File: config.mk
export PLATFORM = sky130hd
export DESIGN_NAME = laser_tx_scheduler
export DESIGN_NICKNAME = d
export VERILOG_FILES = /design/src/rtl/laser_tx_scheduler_pkg.sv /design/src/rtl/laser_tx_scheduler_rr_arbiter2.sv /design/src/rtl/laser_tx_scheduler.sv
export SDC_FILE = /design/constraint.sdc
export NUM_CORES = 1
export LEC_CHECK = 0
export ABC_CLOCK_PERIOD_IN_PS = 3850
export CAP_MARGIN = 10
export CORE_ASPECT_RATIO = 0.5
export CORE_MARGIN = 8
export CORE_UTILIZATION = 54
export CTS_CLUSTER_DIAMETER = 100
export DETAILED_ROUTE_END_ITERATION = 16
export GPL_TIMING_DRIVEN = 1
export PLACE_DENSITY = 0.95
export SLEW_MARGIN = 20
export SYNTH_ARGS = -nofsm -noshare
export SYNTH_HDL_FRONTEND = slang
export SYNTH_SLANG_ARGS = --single-unit
File: constraint.sdc
create_clock -name clock -period 3.85 [get_ports clock]
set_input_delay 0.5775 -clock clock [delete_from_list [all_inputs] [get_ports clock]]
set_output_delay 0.5775 -clock clock [all_outputs]
set_load 0.05 [all_outputs]
File: src/rtl/laser_tx_scheduler_pkg.sv
// Shared types and nibble helpers for the laser GPIO transmit path.
// The receiver uses the same header/checksum helpers to validate frames.
package laser_pkg;

  typedef enum logic [2:0] {
    S_IDLE = 3'd0,
    S_PRE  = 3'd1,
    S_HDR  = 3'd2,
    S_DHI  = 3'd3,
    S_DLO  = 3'd4,
    S_CHK  = 3'd5,
    S_GAP  = 3'd6
  } tx_state_t;

  localparam logic [1:0] HDR_TAG = 2'b01;

  function automatic logic [3:0] hdr_nibble(input logic ch_id, input logic [7:0] data);
    return {HDR_TAG, ch_id, ^data};
  endfunction

  function automatic logic [3:0] chk_nibble(input logic ch_id, input logic [7:0] data);
    return hdr_nibble(ch_id, data) ^ data[7:4] ^ data[3:0];
  endfunction

endpackage

File: src/rtl/laser_tx_scheduler_rr_arbiter2.sv
// Combinational two-way round-robin grant; on contention the channel that
// did not win last time is chosen.
module rr_arbiter2 (
  input  logic [1:0] valid,
  input  logic       last_grant,
  output logic       grant_valid,
  output logic       grant
);

  always_comb begin
    grant_valid = |valid;
    grant       = (valid == 2'b11) ? ~last_grant : valid[1];
  end

endmodule

File: src/rtl/laser_tx_scheduler.sv
// Round-robin scheduler serializing ch0/ch1 bytes into 5-nibble frames on the
// laser GPIO lane, followed by a fixed idle gap.
module laser_tx_scheduler
  import laser_pkg::*;
#(
  parameter int unsigned NIBBLE_CLKS = 2,
  parameter int unsigned GAP_CLKS    = 4,
  parameter logic [3:0]  PREAMBLE    = 4'hA
) (
  input  logic        clock,
  input  logic        reset,
  input  logic        enable,
  input  logic [7:0]  ch0_data,
  input  logic        ch0_valid,
  output logic        ch0_ready,
  input  logic [7:0]  ch1_data,
  input  logic        ch1_valid,
  output logic        ch1_ready,
  output logic [3:0]  lane_out,
  output logic        busy,
  output logic        last_grant,
  output logic [15:0] frame_count
);

  localparam int unsigned MAXC = (NIBBLE_CLKS > GAP_CLKS) ? NIBBLE_CLKS : GAP_CLKS;
  localparam int unsigned CW   = (MAXC > 1) ? $clog2(MAXC) : 1;

  tx_state_t     state;
  tx_state_t     next_state;
  logic [CW-1:0] cnt;
  logic [7:0]    data_q;
  logic          ch_id;
  logic [3:0]    next_lane;
  logic          gnt_valid;
  logic          gnt;
  logic          grant_ok;
  logic          accept;
  logic          nib_done;
  logic          gap_done;

  rr_arbiter2 u_arb (
    .valid       ({ch1_valid, ch0_valid}),
    .last_grant  (last_grant),
    .grant_valid (gnt_valid),
    .grant       (gnt)
  );

  always_comb begin
    grant_ok  = (state == S_IDLE) & enable & ~reset & gnt_valid;
    ch0_ready = grant_ok & ~gnt;
    ch1_ready = grant_ok & gnt;
    accept    = (ch0_valid & ch0_ready) | (ch1_valid & ch1_ready);
    busy      = (state != S_IDLE);
    nib_done  = (cnt == CW'(NIBBLE_CLKS - 1));
    gap_done  = (cnt == CW'(GAP_CLKS - 1));
  end

  // Nibble to load into lane_out when the current nibble slot expires.
  always_comb begin
    next_state = S_IDLE;
    next_lane  = '0;
    unique case (state)
      S_PRE: begin
        next_state = S_HDR;
        next_lane  = hdr_nibble(ch_id, data_q);
      end
      S_HDR: begin
        next_state = S_DHI;
        next_lane  = data_q[7:4];
      end
      S_DHI: begin
        next_state = S_DLO;
        next_lane  = data_q[3:0];
      end
      S_DLO: begin
        next_state = S_CHK;
        next_lane  = chk_nibble(ch_id, data_q);
      end
      S_CHK: begin
        next_state = S_GAP;
        next_lane  = '0;
      end
      default: begin
        next_state = S_IDLE;
        next_lane  = '0;
      end
    endcase
  end

  always_ff @(posedge clock) begin
    if (reset) begin
      state       <= S_IDLE;
      lane_out    <= '0;
      last_grant  <= 1'b1;
      frame_count <= '0;
      cnt         <= '0;
      data_q      <= '0;
      ch_id       <= 1'b0;
    end else begin
      unique case (state)
        S_IDLE: begin
          lane_out <= '0;
          if (accept) begin
            data_q     <= gnt ? ch1_data : ch0_data;
            ch_id      <= gnt;
            last_grant <= gnt;
            state      <= S_PRE;
            lane_out   <= PREAMBLE;
            cnt        <= '0;
          end
        end
        S_GAP: begin
          if (gap_done) begin
            state <= S_IDLE;
            cnt   <= '0;
          end else begin
            cnt <= cnt + CW'(1);
          end
        end
        default: begin
          if (nib_done) begin
            cnt      <= '0;
            state    <= next_state;
            lane_out <= next_lane;
            if (state == S_CHK) frame_count <= frame_count + 16'd1;
          end else begin
            cnt <= cnt + CW'(1);
          end
        end
      endcase
    end
  end

endmodule

==> flow_metrics.tcl <==
set metrics [dict create \
    status "completed" \
    fin_nets 297 \
    reg2reg_depth 6 \
    vias 1864 \
    period_minus_slack_ns 2.76 \
    yosysWarnings 0 \
    worstPathArrival_ns 2.18 \
    grt_max_degree 36 \
    cts_made_buffers 5 \
    slew_viol_final 0 \
    cts.sinks 35 \
    hold_viol_final 0 \
    ys_seq_elements 35 \
    design.core.area_um2 3450 \
    synthTopCellsByArea "dfxtp_1, nor2_1, mux2i_1" \
    path_class "input port to output port" \
    start_util_pct 56.7 \
    endpoint_kind "output port" \
    start_kind "input port" \
    worstPathMaxFanout 19 \
    ir_drop_mv 0.266 \
    ys_seq_area_share_pct 35.8 \
    postCtsHoldBufs 0 \
    synth_fp_nets 258 \
    synth-async-reset-ratio_pct 0 \
    maxCapViolCount 0 \
    post_cts_buffers 0 \
    regArea_um2 701 \
    synth_edf_count 0 \
    drive_gt1_share_pct 6.59 \
    timing.rr.start "cnt[0]" \
    h-tree-depth 2 \
    synth_top_area_share_pct 35.8 \
    drt_iter0_drc 195 \
    synth_cells 233 \
    holdPathStages 2 \
    antenna_found_initial 0 \
    power_density_nw_per_um2 318 \
    area.growth.synth_to_final_pct 27.3 \
    worst_pin_slew_ns 0.717 \
    path_clk_slew_ns 0.07 \
    synth.distinct_cells 47 \
    rsz0062_at_grt "false" \
    synth_area_um2 1960 \
    antennaDiodeCount 0 \
    dp_hpwl_um 3500 \
    required_ns 3.27 \
    hp-start "ch_id" \
    drc 0 \
    max_freq_mhz 363 \
    die_x_um 101 \
    tns_ns 0 \
    power.total_w 0.000792 \
    relSlewSlack_pct 52.2 \
    hold_path_end "ch_id" \
    clockRootBuffer "clkbuf_8" \
    hp-class "register to register" \
    reg2reg_slack_ns 1.49 \
    overflow 0 \
    ctsResizeCount 0 \
    leakage_nw 0.866 \
    dr.pass1.iters 5 \
    first_global_vias 1798 \
    met2_length_um 2350 \
    routed_wl_um 4870 \
    period_share_pct 71.6 \
    routed-wl-met3_um 306 \
    rows 15 \
    grt_pass1_wl_um 8010 \
    setup_viol 0 \
    synth_most_common_cell "dfxtp_1" \
    die_y_um 58.6 \
    grt_util_all_layers_pct 16.6 \
    fin_skew_ns 0.00488 \
    routabilityCongestion 0.864 \
    yosysTopAreaCell "dfxtp_1" \
    clkLatencyLatePin_ns 0.30 \
    via_per_inst 5.75 \
    wl_per_cell_um 15.0 \
    wl_met1_um 2120 \
    io_pins 45 \
    fillers 274 \
    topRoutingLayerUsed "met4" \
    multiInputGateArea_um2 1130 \
    cts_tree "built" \
    ys_top_cells_by_count "dfxtp_1, nor2_1, a21oi_1, nand2_1" \
    antenna_left 0 \
    syn_area_per_cell_um2 8.41 \
    r2r_end "frame_count[8]" \
    die_area_um2 5930 \
    cts_buffer_depth 2 \
    port_buffers 44 \
    ys.flop_type "dfxtp_1" \
]
[registers in the layout (all words and copies together) (netlist names)]
register / flops
data_q: 8
cnt: 2
ch_id: 1
frame_count: 16
lane_out: 4
last_grant: 1
state: 3
[stage by stage]
stage	cells	hold slack (ns)	area (µm²)	setup slack, ns	utilization (%)
4_1_cts	324	0.502	2490	1.09	72.2
5_1_grt	324	0.515	2490	0.954	72.2
6_report	324	0.502	2490	1.09	72.2
2_1_floorplan	233	0.461	1960	1.47	-
3_5_place_dp	316	0.492	2410	1.10	69.7
3_3_place_gp	316	0.480	2410	1.17	69.7
[worst max-delay path: stages]
cell	delay (ns)
clkdlybuf4s50_1	0.47
nor2_1	0.06
nor3b_2	0.29
and2_1	0.18
buf_4	0.22
nand2_1	0.12
inv_1	0.12
buf_12	0.14
[report_power, final]
group / leakage (nW) / internal, W / switching [W]
sequential: 0.284 / 0.000373 / 0.0000167
combinational: 0.542 / 0.0000650 / 0.0000704
clock: 0.0402 / 0.000126 / 0.000141
[placed cells by master (no fill, tap or decap), drive strengths merged, types with 5 or more instances in the layout]
| cell | instances |
|---|---|
| a21oi | 18 |
| dfxtp | 35 |
| nor3 | 5 |
| nor2 | 32 |
| clkdlybuf4s50 | 42 |
| inv | 10 |
| nand3 | 6 |
| mux2i | 11 |
| nand2 | 19 |
| buf | 5 |
| or3 | 5 |
| o21ai | 9 |
| xor2 | 8 |
| a211oi | 8 |
| clkbuf | 5 |
| xnor2 | 11 |
[worst max-delay path by stage]
stage,startpoint,cells past startpoint,to
floorplan,reset,7,ch1_ready
global placement,ch0_valid,8,ch1_ready
detailed placement,ch0_valid,8,ch1_ready
CTS,ch0_valid,8,ch1_ready
global route,ch0_valid,8,ch1_ready
finish,ch0_valid,8,ch1_ready
[metal layers]
metal	vias up	global-route usage [%]
met1	872	19.4
met2	80	28.4
met5	-	0
met4	0	7.55
met3	14	3.88
li1	898	-
[area by class of cell]
cell class	instances	area share [%]
multi-input combinational	173	45.4
sequential	35	28.1
timing repair buffer	47	18.9
clock buffer	5	2.76
tap	51	2.56
inverter	10	1.50
clock inverter	3	0.802
[cell families after synthesis]
| kind of cell | synth area share (%) |
|---|---|
| AOI/OAI and AO/OA | 17.5 |
| xor gates and xnor gates | 9.64 |
| adders and majority gates | 2.55 |
| buffers and inverters | 6.39 |
| DFF | 35.8 |
| muxes | 5.62 |
| and+or+nand+nor | 22.5 |
Note: power is estimated with default switching activity, not from simulation.
